`config.mk`:
```
export PLATFORM = sky130hd
export DESIGN_NAME = field_fetch
export DESIGN_NICKNAME = d
export VERILOG_FILES = /design/src/rtl/mix_pkg.sv /design/src/rtl/field_mask.sv /design/src/rtl/field_fetch.sv
export SDC_FILE = /design/constraint.sdc
export NUM_CORES = 1
export LEC_CHECK = 0
export ABC_AREA = 1
export CAP_MARGIN = 0
export CORE_AREA = 2 2 89 91
export CTS_BUF_LIST = sky130_fd_sc_hd__clkbuf_2
export CTS_CLUSTER_DIAMETER = 30
export DETAILED_ROUTE_END_ITERATION = 10
export DIE_AREA = 0 0 91 93
export HOLD_SLACK_MARGIN = 0.03
export MAX_ROUTING_LAYER = met4
export PLACE_DENSITY = 0.86
export SYNTH_ARGS = -nofsm -noshare
export SYNTH_HDL_FRONTEND = slang
export SYNTH_SLANG_ARGS = --single-unit
```
`constraint.sdc`:
```
create_clock -name clk -period 3.8 [get_ports clk]
set_clock_uncertainty 0.1 [all_clocks]
set_input_delay 0.38 -clock clk [delete_from_list [all_inputs] [get_ports clk]]
set_output_delay 0.38 -clock clk [all_outputs]
set_load 0.01 [all_outputs]
```
`src/rtl/mix_pkg.sv`:
```
// Shared MIX definitions: word layout, fetch FSM states and F-spec helpers.
package mix_pkg;

    localparam int unsigned WORD_W   = 31;
    localparam int unsigned BYTE_W   = 6;
    localparam int unsigned SIGN_BIT = 30;
    localparam int unsigned NBYTES   = 5;
    localparam int unsigned MAG_W    = BYTE_W * NBYTES;

    typedef enum logic [1:0] {
        ST_IDLE,
        ST_READ,
        ST_SHIFT
    } state_e;

    // F = 8L+R is usable only when L <= R <= 5.
    function automatic logic field_valid(input logic [5:0] f);
        logic [2:0] l;
        logic [2:0] r;
        l = f[5:3];
        r = f[2:0];
        return (l <= r) && (r <= 3'd5);
    endfunction

    // Number of magnitude bytes in (L:R); the sign position (L=0) carries no byte.
    function automatic logic [2:0] field_nbytes(input logic [2:0] l, input logic [2:0] r);
        logic [2:0] lp;
        lp = (l == 3'd0) ? 3'd1 : l;
        if (r == 3'd0) begin
            return 3'd0;
        end
        return 3'(r - lp + 3'd1);
    endfunction

endpackage

```
`src/rtl/field_mask.sv`:
```
// Combinational field masking of a right-justified word.
//   word   : word already shifted so byte R sits in the low byte
//   l, r   : field bounds
//   result : sign-magnitude field value (sign only kept when L=0)
module field_mask
    import mix_pkg::*;
(
    input  logic [WORD_W-1:0] word,
    input  logic [2:0]        l,
    input  logic [2:0]        r,
    output logic [WORD_W-1:0] result
);

    logic [2:0]       nb;
    logic [MAG_W-1:0] mask;

    // Keep the low nbytes bytes of the magnitude.
    always_comb begin
        nb   = field_nbytes(l, r);
        mask = '0;
        for (int i = 0; i < int'(NBYTES); i++) begin
            if (3'(i) < nb) begin
                mask[i*BYTE_W +: BYTE_W] = '1;
            end
        end
        result = {(l == 3'd0) ? word[SIGN_BIT] : 1'b0, word[MAG_W-1:0] & mask};
    end

endmodule

```
`src/rtl/field_fetch.sv`:
```
// MIX operand fetch: reads CONTENTS(M) over a req/ack handshake and returns
// the (L:R) field right-justified, with a one-cycle stop pulse.
//   clk, rst_n           : clock, async active-low reset
//   start, addr, field   : operation request, address M, F = 8L+R
//   mem_addr, mem_rd     : memory read request (held until mem_ack)
//   mem_data, mem_ack    : memory read response
//   out, stop, bad_field : field value, completion pulse, invalid-F flag
module field_fetch
    import mix_pkg::*;
#(
    parameter int unsigned ADDR_W = 12
) (
    input  logic              clk,
    input  logic              rst_n,
    input  logic              start,
    input  logic [ADDR_W-1:0] addr,
    input  logic [5:0]        field,
    output logic [ADDR_W-1:0] mem_addr,
    output logic              mem_rd,
    input  logic [WORD_W-1:0] mem_data,
    input  logic              mem_ack,
    output logic [WORD_W-1:0] out,
    output logic              stop,
    output logic              bad_field
);

    state_e            state_q, state_d;
    logic [ADDR_W-1:0] mem_addr_q, mem_addr_d;
    logic              mem_rd_q, mem_rd_d;
    logic [WORD_W-1:0] out_q, out_d;
    logic              stop_q, stop_d;
    logic              bad_q, bad_d;
    logic [WORD_W-1:0] word_q, word_d;
    logic [2:0]        l_q, l_d;
    logic [2:0]        r_q, r_d;
    logic [2:0]        cnt_q, cnt_d;
    logic [WORD_W-1:0] masked;

    field_mask u_mask (
        .word   (word_q),
        .l      (l_q),
        .r      (r_q),
        .result (masked)
    );

    // Next-state and registered-output logic.
    always_comb begin
        state_d    = state_q;
        mem_addr_d = mem_addr_q;
        mem_rd_d   = mem_rd_q;
        out_d      = out_q;
        stop_d     = 1'b0;
        bad_d      = bad_q;
        word_d     = word_q;
        l_d        = l_q;
        r_d        = r_q;
        cnt_d      = cnt_q;

        case (state_q)
            ST_IDLE: begin
                if (start) begin
                    mem_addr_d = addr;
                    l_d        = field[5:3];
                    r_d        = field[2:0];
                    if (!field_valid(field)) begin
                        stop_d = 1'b1;
                        bad_d  = 1'b1;
                        out_d  = '0;
                    end else begin
                        bad_d    = 1'b0;
                        mem_rd_d = 1'b1;
                        state_d  = ST_READ;
                    end
                end
            end
            ST_READ: begin
                if (mem_ack) begin
                    word_d   = mem_data;
                    mem_rd_d = 1'b0;
                    cnt_d    = 3'(3'd5 - r_q);
                    state_d  = ST_SHIFT;
                end
            end
            ST_SHIFT: begin
                // One byte per cycle until byte R lands in the low byte.
                if (cnt_q != 3'd0) begin
                    word_d = {word_q[SIGN_BIT], word_q[MAG_W-1:0] >> BYTE_W};
                    cnt_d  = cnt_q - 3'd1;
                end else begin
                    out_d   = masked;
                    stop_d  = 1'b1;
                    state_d = ST_IDLE;
                end
            end
            default: state_d = ST_IDLE;
        endcase
    end

    // State and output registers.
    always_ff @(posedge clk or negedge rst_n) begin
        if (!rst_n) begin
            state_q    <= ST_IDLE;
            mem_addr_q <= '0;
            mem_rd_q   <= 1'b0;
            out_q      <= '0;
            stop_q     <= 1'b0;
            bad_q      <= 1'b0;
            word_q     <= '0;
            l_q        <= '0;
            r_q        <= '0;
            cnt_q      <= '0;
        end else begin
            state_q    <= state_d;
            mem_addr_q <= mem_addr_d;
            mem_rd_q   <= mem_rd_d;
            out_q      <= out_d;
            stop_q     <= stop_d;
            bad_q      <= bad_d;
            word_q     <= word_d;
            l_q        <= l_d;
            r_q        <= r_d;
            cnt_q      <= cnt_d;
        end
    end

    assign mem_addr  = mem_addr_q;
    assign mem_rd    = mem_rd_q;
    assign out       = out_q;
    assign stop      = stop_q;
    assign bad_field = bad_q;

endmodule
```
==> out/qor.yml <==
outcome: "finished, final reports clean"
fin_util: 0.685
initial_core_util: 0.534
drv_cap: 0
power_frac_seq: 0.404
ys_warn_count: 0
final_cell_mix: "nand2_1 (182), clkdlybuf4s50_1 (97), dfrtp_1 (88)"
hold_viol_final: 0
wl_per_cell_um: 13.9
path_cells: "nor3_1 -> nor2_1 -> ha_1 -> ha_1 -> inv_1 -> nand2_1 -> nand2_1 -> nand2_1 -> nand2_1 -> nand3_1 -> nor2_1 -> nand2_1 -> nand2_1"
numCtsBuffers: 9
syn-cell-area_sq_um: 4020
cts.sinks: 88
ir_drop_mv: 0.457
die_x_um: 91
wirelength_mm: 9.36
hpwlAfterDp_mm: 6.62
endpoint_kind: "flip-flop"
grt_pass1_vias: 3399
yosys-top-cells-area: "dfrtp_1 (55%), nand2_1 (17%), nand3_1 (6.8%)"
vias_per_cell: 5.26
cp_max_fo: 6
dr.pass1.iters: 5
cts-root-buf: "clkbuf_2"
htree_levels: 3
crit_arrival_ps: 2790
num_vias: 3543
clk_path_buf_depth: 2
io_pins: 99
cts_resized: 0
fp-row-count: 32
place_inst: 657
final_cells: 674
p_int_mw: 2.23
gp_congestion: 0.881
max_freq_mhz: 421
cp_data_required_time_ps: 4210
finalSetupTns_ps: 0
rsz0062_at_grt: "false"
layout_min_cycle_time_ps: 2370
fp.coreArea_sq_um: 7530
area_growth_pct: 28.3
p_leak_nw: 2.62
slew-limit-headroom: 0.280
comb_power_share: 0.472
worstSetupPathType: "flip-flop to flip-flop"
grt-ovfl-total: 0
timing.critical_path.mode_cell: "nand2_1"
grt_use_total: 0.238
synth_top_area_cell: "dfrtp_1"
drtIter0Drc: 197
layout_commonest_cell: "nand2_1"
die_h_um: 93
switchingPower_mw: 1.63
worst_slew_pin_slew_ps: 1080
drv_slew: 0
grt_pass1_wl_mm: 15.7
post_cts_buffers: 0
drive_above_1_share: 0.0559
ys_ff_latch: 88
avgSynthCellArea_sq_um: 8.43
clk_latency_ps: 560
critPathLaunchType: "flip-flop"
grt_max_degree: 89
final_nets: 628
hp-class: "input port to flip-flop"
total_power_mw: 3.85
period_share: 0.625
drt_drc_violations_left: 0
ys_seq_area_frac: 0.548
postRouteAntennaNets: 0
synth_top_area_frac: 0.548
synth_fp_nets: 538
antenna_found_initial: 0
power_density_nw_per_um2: 747
hold_buffers: 1
synthCells: 477
io_buffers: 98
clkPwrFrac: 0.124
crit_path_top_delay_cell: "dfrtp_1"
p_sw_frac: 0.422
synth.distinct_cells: 21
insertedDiodeCount: 0
finalSetupViolCount: 0
clkTransAtPathRegs_ps: 240
die_area_sq_um: 8460
cts_tree: "built"
max_stage_delay_ps: 460
-- kinds of logic (layout without fill, tap and decap cells) --
kind of cell,count (synthesis),in the layout,synth area share
AO/OA/AOI/OAI,37,37,0.0548
flip-flops,88,88,0.548
multiplexers,1,1,0.00280
AND/OR/NAND/NOR,285,285,0.308
XOR/XNOR,1,1,0.00218
buffers and inverters,57,152,0.0598
adder cells (fa/ha/maj),8,8,0.0249
-- critical path, delay by kind of cell, from the launching register on --
kind / cells / cell delay [ps]
flops: 1 / 460
fa+ha+maj: 2 / 390
simple gates: 10 / 1320
buf+inv: 1 / 80
-- power groups by stage --
stage / Sequential (mW) / Combinational [mW] / Clock (mW)
2_1_floorplan: 1.61 / 1.07 / 0
3_3_place_gp: 1.56 / 1.74 / 0
3_5_place_dp: 1.57 / 1.82 / 0
4_1_cts: 1.55 / 1.82 / 0.479
5_1_grt: 1.61 / 2.03 / 0.522
6_report: 1.56 / 1.82 / 0.478
-- cell usage after synthesis --
library cell  count
dfrtp_1          88
inv_1            29
clkbuf_1          7
inv_2             6
a31oi_1          24
xnor2_1           1
nand2_4           3
buf_2            12
nand3b_1         13
o211ai_1          2
nor2_4            3
ha_1              8
nor2_1           27
mux2_2            1
buf_4             3
nand3_1          55
a21oi_1           1
nand2_1         182
or2_2             1
o21ai_0          10
nor3_1            1
-- layer usage --
metal / vias up / GRT usage / part of all wire
li1: 1717 / - / -
met1: 1689 / 0.308 / 0.44
met2: 114 / 0.391 / 0.49
met3: 23 / 0.0338 / 0.049
met4: 0 / 0.0859 / 0.019
met5: - / - / 0
-- layout make-up --
| type | count | area [sq um] |
|---|---|---|
| clock inverter | 7 | 71.3 |
| fill | 609 | 2370 |
| sequential | 88 | 2200 |
| tap | 102 | 128 |
| clock buffer | 9 | 45.0 |
| inverter | 35 | 131 |
| timing repair buffer | 101 | 1000 |
| multi-input combinational | 332 | 1580 |
-- path summary, 6_finish.rpt --
kind	startpoint	to	slack [ps]	cells after the start
setup / recovery	l_q[0]	out[29]	1430	13
hold / removal	addr[6]	mem_addr[6]	240	3
setup reg to reg	l_q[0]	out[29]	1430	13
hold reg to reg	mem_rd	mem_rd	420	2
max in group asynchronous	rst_n	out[8]	2480	2
min in group asynchronous	rst_n	word_q[11]	440	2
-- stage by stage --
step,setup slack (ps),hold WS (ps),instance area (sq um)
floorplan,1910,-15.6,4020
detailed placement,1310,371,5030
CTS,1420,233,5160
global route,1200,235,5160
global placement,1410,363,5030
finish,1430,242,5160
-- registers in the layout (all words and copies together), names as in the netlist --
name       cells
out           31
word_q        31
mem_addr      12
cnt_q          3
l_q            3
r_q            3
state_q        2
bad_field      1
mem_rd         1
stop           1
Power figures use the tool's default switching activity.
